`config.mk`:
```
export PLATFORM = sky130hd
export DESIGN_NAME = fifo_32_to_8
export DESIGN_NICKNAME = d
export VERILOG_FILES = /design/src/rtl/fifo_32_to_8.sv
export SDC_FILE = /design/constraint.sdc
export NUM_CORES = 1
export LEC_CHECK = 0
export CELL_PAD_IN_SITES_DETAIL_PLACEMENT = 2
export CELL_PAD_IN_SITES_GLOBAL_PLACEMENT = 2
export CORE_ASPECT_RATIO = 0.6
export CORE_MARGIN = 2
export CORE_UTILIZATION = 39
export CTS_BUF_LIST = sky130_fd_sc_hd__clkbuf_8
export CTS_CLUSTER_DIAMETER = 40
export DETAILED_ROUTE_END_ITERATION = 12
export PLACE_DENSITY_LB_ADDON = 0.05
export SLEW_MARGIN = 5
export SYNTH_ARGS = -nofsm -noshare
export SYNTH_HDL_FRONTEND = slang
export SYNTH_SLANG_ARGS = --single-unit
```
`constraint.sdc`:
```
create_clock -name clk -period 4.3 [get_ports clk]
set_input_delay 0.86 -clock clk [delete_from_list [all_inputs] [get_ports clk]]
set_output_delay 0.86 -clock clk [all_outputs]
set_load 0.05 [all_outputs]
```
`src/rtl/fifo_32_to_8.sv`:
```
// Width-converting FIFO: accepts 4-byte words, returns single bytes in write order.
// Each byte slot carries an even-parity bit that is checked when the byte is read.
module fifo_32_to_8 #(
  parameter int unsigned ADDR_WIDTH  = 4,
  parameter int unsigned DATA_WIDTH  = 8,
  parameter int unsigned DEPTH       = 2 ** ADDR_WIDTH,
  parameter int unsigned WRITE_WIDTH = 4 * DATA_WIDTH
) (
  input  logic                   clk,
  input  logic                   rst,
  input  logic [WRITE_WIDTH-1:0] w_data,
  input  logic                   wr_en,
  input  logic                   err_inject,
  output logic                   full,
  input  logic                   rd_en,
  output logic [DATA_WIDTH-1:0]  r_data,
  output logic                   empty,
  output logic [DEPTH-1:0]       status_reg,
  output logic                   parity_error
);

  localparam int unsigned CountWidth = $clog2(DEPTH + 1);

  logic [ADDR_WIDTH-1:0] wr_ptr, wr_ptr_d;
  logic [ADDR_WIDTH-1:0] rd_ptr, rd_ptr_d;
  logic [CountWidth-1:0] count, count_d;
  logic [DEPTH-1:0]      status_d;
  logic                  wr_ok, rd_ok;

  logic [DATA_WIDTH-1:0] mem [DEPTH];
  logic [DEPTH-1:0]      par_mem;

  assign full  = count > CountWidth'(DEPTH - 4);
  assign empty = count == '0;
  assign wr_ok = wr_en & ~full;
  assign rd_ok = rd_en & ~empty;

  // Pointers wrap explicitly so DEPTH need not be a power of two.
  always_comb begin
    wr_ptr_d = wr_ptr;
    rd_ptr_d = rd_ptr;
    status_d = status_reg;
    count_d  = count + (wr_ok ? CountWidth'(4) : '0) - (rd_ok ? CountWidth'(1) : '0);
    if (wr_ok) begin
      wr_ptr_d = (wr_ptr == ADDR_WIDTH'(DEPTH - 4)) ? '0 : wr_ptr + ADDR_WIDTH'(4);
      for (int i = 0; i < 4; i++) begin
        status_d[wr_ptr + ADDR_WIDTH'(i)] = 1'b1;
      end
    end
    if (rd_ok) begin
      rd_ptr_d           = (rd_ptr == ADDR_WIDTH'(DEPTH - 1)) ? '0 : rd_ptr + ADDR_WIDTH'(1);
      status_d[rd_ptr]   = 1'b0;
    end
  end

  always_ff @(posedge clk) begin
    if (!rst) begin
      wr_ptr       <= '0;
      rd_ptr       <= '0;
      count        <= '0;
      status_reg   <= '0;
      r_data       <= '0;
      parity_error <= 1'b0;
    end else begin
      wr_ptr     <= wr_ptr_d;
      rd_ptr     <= rd_ptr_d;
      count      <= count_d;
      status_reg <= status_d;
      if (rd_ok) begin
        r_data       <= mem[rd_ptr];
        parity_error <= (^mem[rd_ptr]) ^ par_mem[rd_ptr];
      end
    end
  end

  // Storage has no reset; its contents only matter once status marks a slot occupied.
  always_ff @(posedge clk) begin
    if (rst && wr_ok) begin
      for (int i = 0; i < 4; i++) begin
        mem[wr_ptr + ADDR_WIDTH'(i)]     <= w_data[i*DATA_WIDTH +: DATA_WIDTH];
        par_mem[wr_ptr + ADDR_WIDTH'(i)] <= (^w_data[i*DATA_WIDTH +: DATA_WIDTH])
                                            ^ ((i == 0) && err_inject);
      end
    end
  end

endmodule
```
==> flow_summary_export.csv <==
group,metric,value,unit
timing,max_freq,0.322,GHz
yosys,netlist_area,9020,µm²
timing,hold-worst-slack,0.467,ns
power_and_ir_drop,p_leak,3.47,nW
worst_hold_path,min_to,"r_data[6]",
setup_path,worstSetupPathType,"flop to flop",
global_route,grt_antenna_before_repair,0,
drt,dr.pass1.iters,4,
finish,drive_above_1_share,25.9,%
place,gp_congestion,0.770,
floorplanning,rows,43,
worst_hold_path,hold_path_class,"flop to flop",
clocking,clk_pin_slew,0.10,ns
finish,n_fill_cell,2215,
power_and_ir_drop,p_per_area,522,nW/µm²
yosys,ys_async_sr_fraction,0,%
drt,ant_nets,0,
run_status,status,"finished clean",
place,hpwl,18400,µm
finish,area_growth,14.1,%
place,placed_cells,954,
finish,final_cells,986,
drt,dr_total_vias,5430,
clocking,cts_root_buffer,"clkbuf_8",
timing,setup_viol,0,
power_and_ir_drop,ir_worst_vdd,0.221,mV
finish,diodes,0,
yosys,syn-num-nets,687,
place,dp_slack,0.875,ns
timing,worst_pin_slew,1.04,ns
finish,finalNetCount,714,
clocking,clock-sinks,184,
floorplanning,die_height,122,µm
drt,wl,26500,µm
clocking,cts_made_buffers,17,
setup_path,cp.required,4.69,ns
drt,wl_per_cell,26.9,µm
global_route,grt_max_degree,33,
clocking,clk_path_buf_depth,2,
setup_path,crit_fanout,26,
timing,setup_tns,0,ns
worst_hold_path,min-delay-start,"r_data[6]",
yosys,synth_cells,631,
setup_path,reg2reg_slack,1.19,ns
floorplanning,dieArea,24400,µm²
setup_path,worst_path_max_delay_cell,"dfxtp_2",
floorplanning,die_x,200,µm
drt,drc_errors,0,
global_route,grt_overflow_total,0,
yosys,synth-edff-count,144,
finish,post-route-cell-area,10300,µm²
timing,fin_skew,0.0153,ns
worst_hold_path,hold_depth,2,
floorplanning,start_util,39.4,%
setup_path,cp_cell_sequence,"mux4_1 -> mux4_2 -> xnor2_1 -> xnor3_1 -> nand2_1 -> o211ai_2",
yosys,avgSynthCellArea,14.3,µm²
clocking,cts_setup_buffers,0,
global_route,grt_pass1_vias,5805,
yosys,yosys-top-cells-area,"edfxtp_1, mux2_2, dfxtp_1",
place,post_dp_cell_area,9860,µm²
finish,largest_reg_flops,128,
floorplanning,core_area,22900,µm²
clocking,cts_resized,0,
yosys,synth_ff_type,"edfxtp_1",
yosys,synth_top_area_share,47.9,%
yosys,synth.yosys.seq_area_share,56.8,%
flow_run,drv_cap,0,
drt,drt-initial-drc-count,373,
setup_path,critPathBufInv,0,
timing,fin_ws,1.19,ns
yosys,synth_fa_ha_area_share,2.72,%
timing,slew_viol_final,0,
yosys,synth_compound_area_share,3.20,%
clocking,insertion_delay,0.50,ns
yosys,synthXorXnorAreaFrac,4.12,%
clocking,h-tree-depth,4,
setup_path,cp_top_family,"multiplexers",
yosys,ys_warn_count,0,
setup_path,critPathLaunchType,"flop",
power_and_ir_drop,p_total,5.38,mW
setup_path,r2r_cells,6,
setup_path,endpoint_kind,"flop",
yosys,synth_top_family_by_area,"multiplexers",
timing,relSlewSlack,30.9,%
yosys,synth.largest_area_cell,"edfxtp_1",
setup_path,cpPeakStageDelay,0.97,ns
timing,rsz0062_at_grt,"no",
timing,fin_crit,3.11,ns
global_route,grt_pass1_wl,39500,µm
timing,final_hold_viol_count,0,
drt,vias_per_cell,5.51,
yosys,synthSimpleGateAreaFrac,5.99,%
setup_path,cp_data_arrival_time,3.50,ns
clocking,holdBufCountCts,0,
yosys,yosys_register_bits,184,
place,port_buffers,63,
yosys,synth_mux_area_share,22.9,%
finish,utilization,44.9,%
clocking,cts_tree,"yes",
global_route,grt_util_all_layers,22.8,%
yosys,ys_types,37,
timing,min_period_over_period,72.3,%
floorplanning,ioPinCount,64,
setup_path,reg2reg_to,"parity_error",
-- layout make-up --
class	count	area, µm²	share of cell area (%)
Clock buffer	19	262	2.54
Timing Repair Buffer	81	766	7.44
Tap cell	315	394	3.83
Multi-Input combinational cell	358	3510	34.1
Inverter	16	60.1	0.583
Sequential cell	184	5130	49.8
Clock inverter	13	175	1.70
-- synthesized netlist by cell type (15+ instances only) --
| cell type | number |
|---|---|
| inv_1 | 15 |
| ha_1 | 18 |
| mux4_2 | 25 |
| and3_1 | 17 |
| and2_1 | 19 |
| a21oi_1 | 28 |
| nand2_1 | 32 |
| xnor2_1 | 30 |
| mux2_2 | 96 |
| nor2_1 | 23 |
| mux4_1 | 16 |
| clkbuf_1 | 63 |
| dfxtp_1 | 40 |
| edfxtp_1 | 144 |
-- layout by cell type, fill, tap and decap left out, types with 2 or more instances in the layout --
cell type | netlist | routed
ha_1 | 18 | 18
buf_4 | 0 | 18
mux4_2 | 25 | 25
o21ai_0 | 13 | 13
edfxtp_1 | 144 | 144
mux2_2 | 96 | 96
clkinvlp_4 | 0 | 2
xor2_1 | 8 | 8
a22oi_1 | 4 | 4
nand2_1 | 32 | 32
nor2_1 | 23 | 23
dfxtp_1 | 40 | 39
and2_1 | 19 | 19
inv_1 | 15 | 17
bufinv_16 | 0 | 4
a21oi_1 | 28 | 28
inv_4 | 0 | 3
a211oi_1 | 3 | 3
clkbuf_8 | 0 | 19
nand2b_1 | 2 | 2
clkdlybuf4s50_1 | 0 | 63
and3_1 | 17 | 17
xnor2_1 | 30 | 30
mux4_1 | 16 | 16
nand3_1 | 11 | 11
nor2b_1 | 2 | 2
-- routing by layer --
layer / up-vias / wire, µm / global-route usage (%)
met3: 18 / 1190 / 4.55
met4: 0 / 251 / 4.58
met5: - / 0 / 0
li1: 2368 / - / -
met1: 2926 / 13700 / 34.8
met2: 118 / 11400 / 33.7
-- kinds of logic after synthesis --
family | count (synthesis)
adders and majority gates | 19
DFF | 184
AOI/OAI and AO/OA | 52
muxes | 137
xor gates and xnor gates | 40
buffers and inverters | 89
and+or+nand+nor | 110
-- worst register-to-register path, delay by kind of cell (launching register included) --
family           cells  cell delay [ns]
AO/OA/AOI/OAI        1             0.08
XOR/XNOR             2             0.64
flip-flops           1             0.97
AND/OR/NAND/NOR      1             0.09
multiplexers         2             1.23
-- how the worst max path moves through the flow --
stage | startpoint | to | slack [ns] | depth (start not counted)
floorplan | wr_en | count[4] | 1.61 | 11
global placement | wr_en | mem[3][6] | 0.95 | 4
detailed placement | wr_en | mem[11][2] | 0.87 | 4
CTS | flop | parity_error | 1.12 | 6
global route | count[1] | count[4] | 0.99 | 12
finish | flop | parity_error | 1.19 | 6
-- report_power, final --
group          internal, mW  switching (mW)
combinational         0.784           0.996
sequential             2.10           0.164
clock                 0.660           0.672
(Power assumes the default switching activity.)
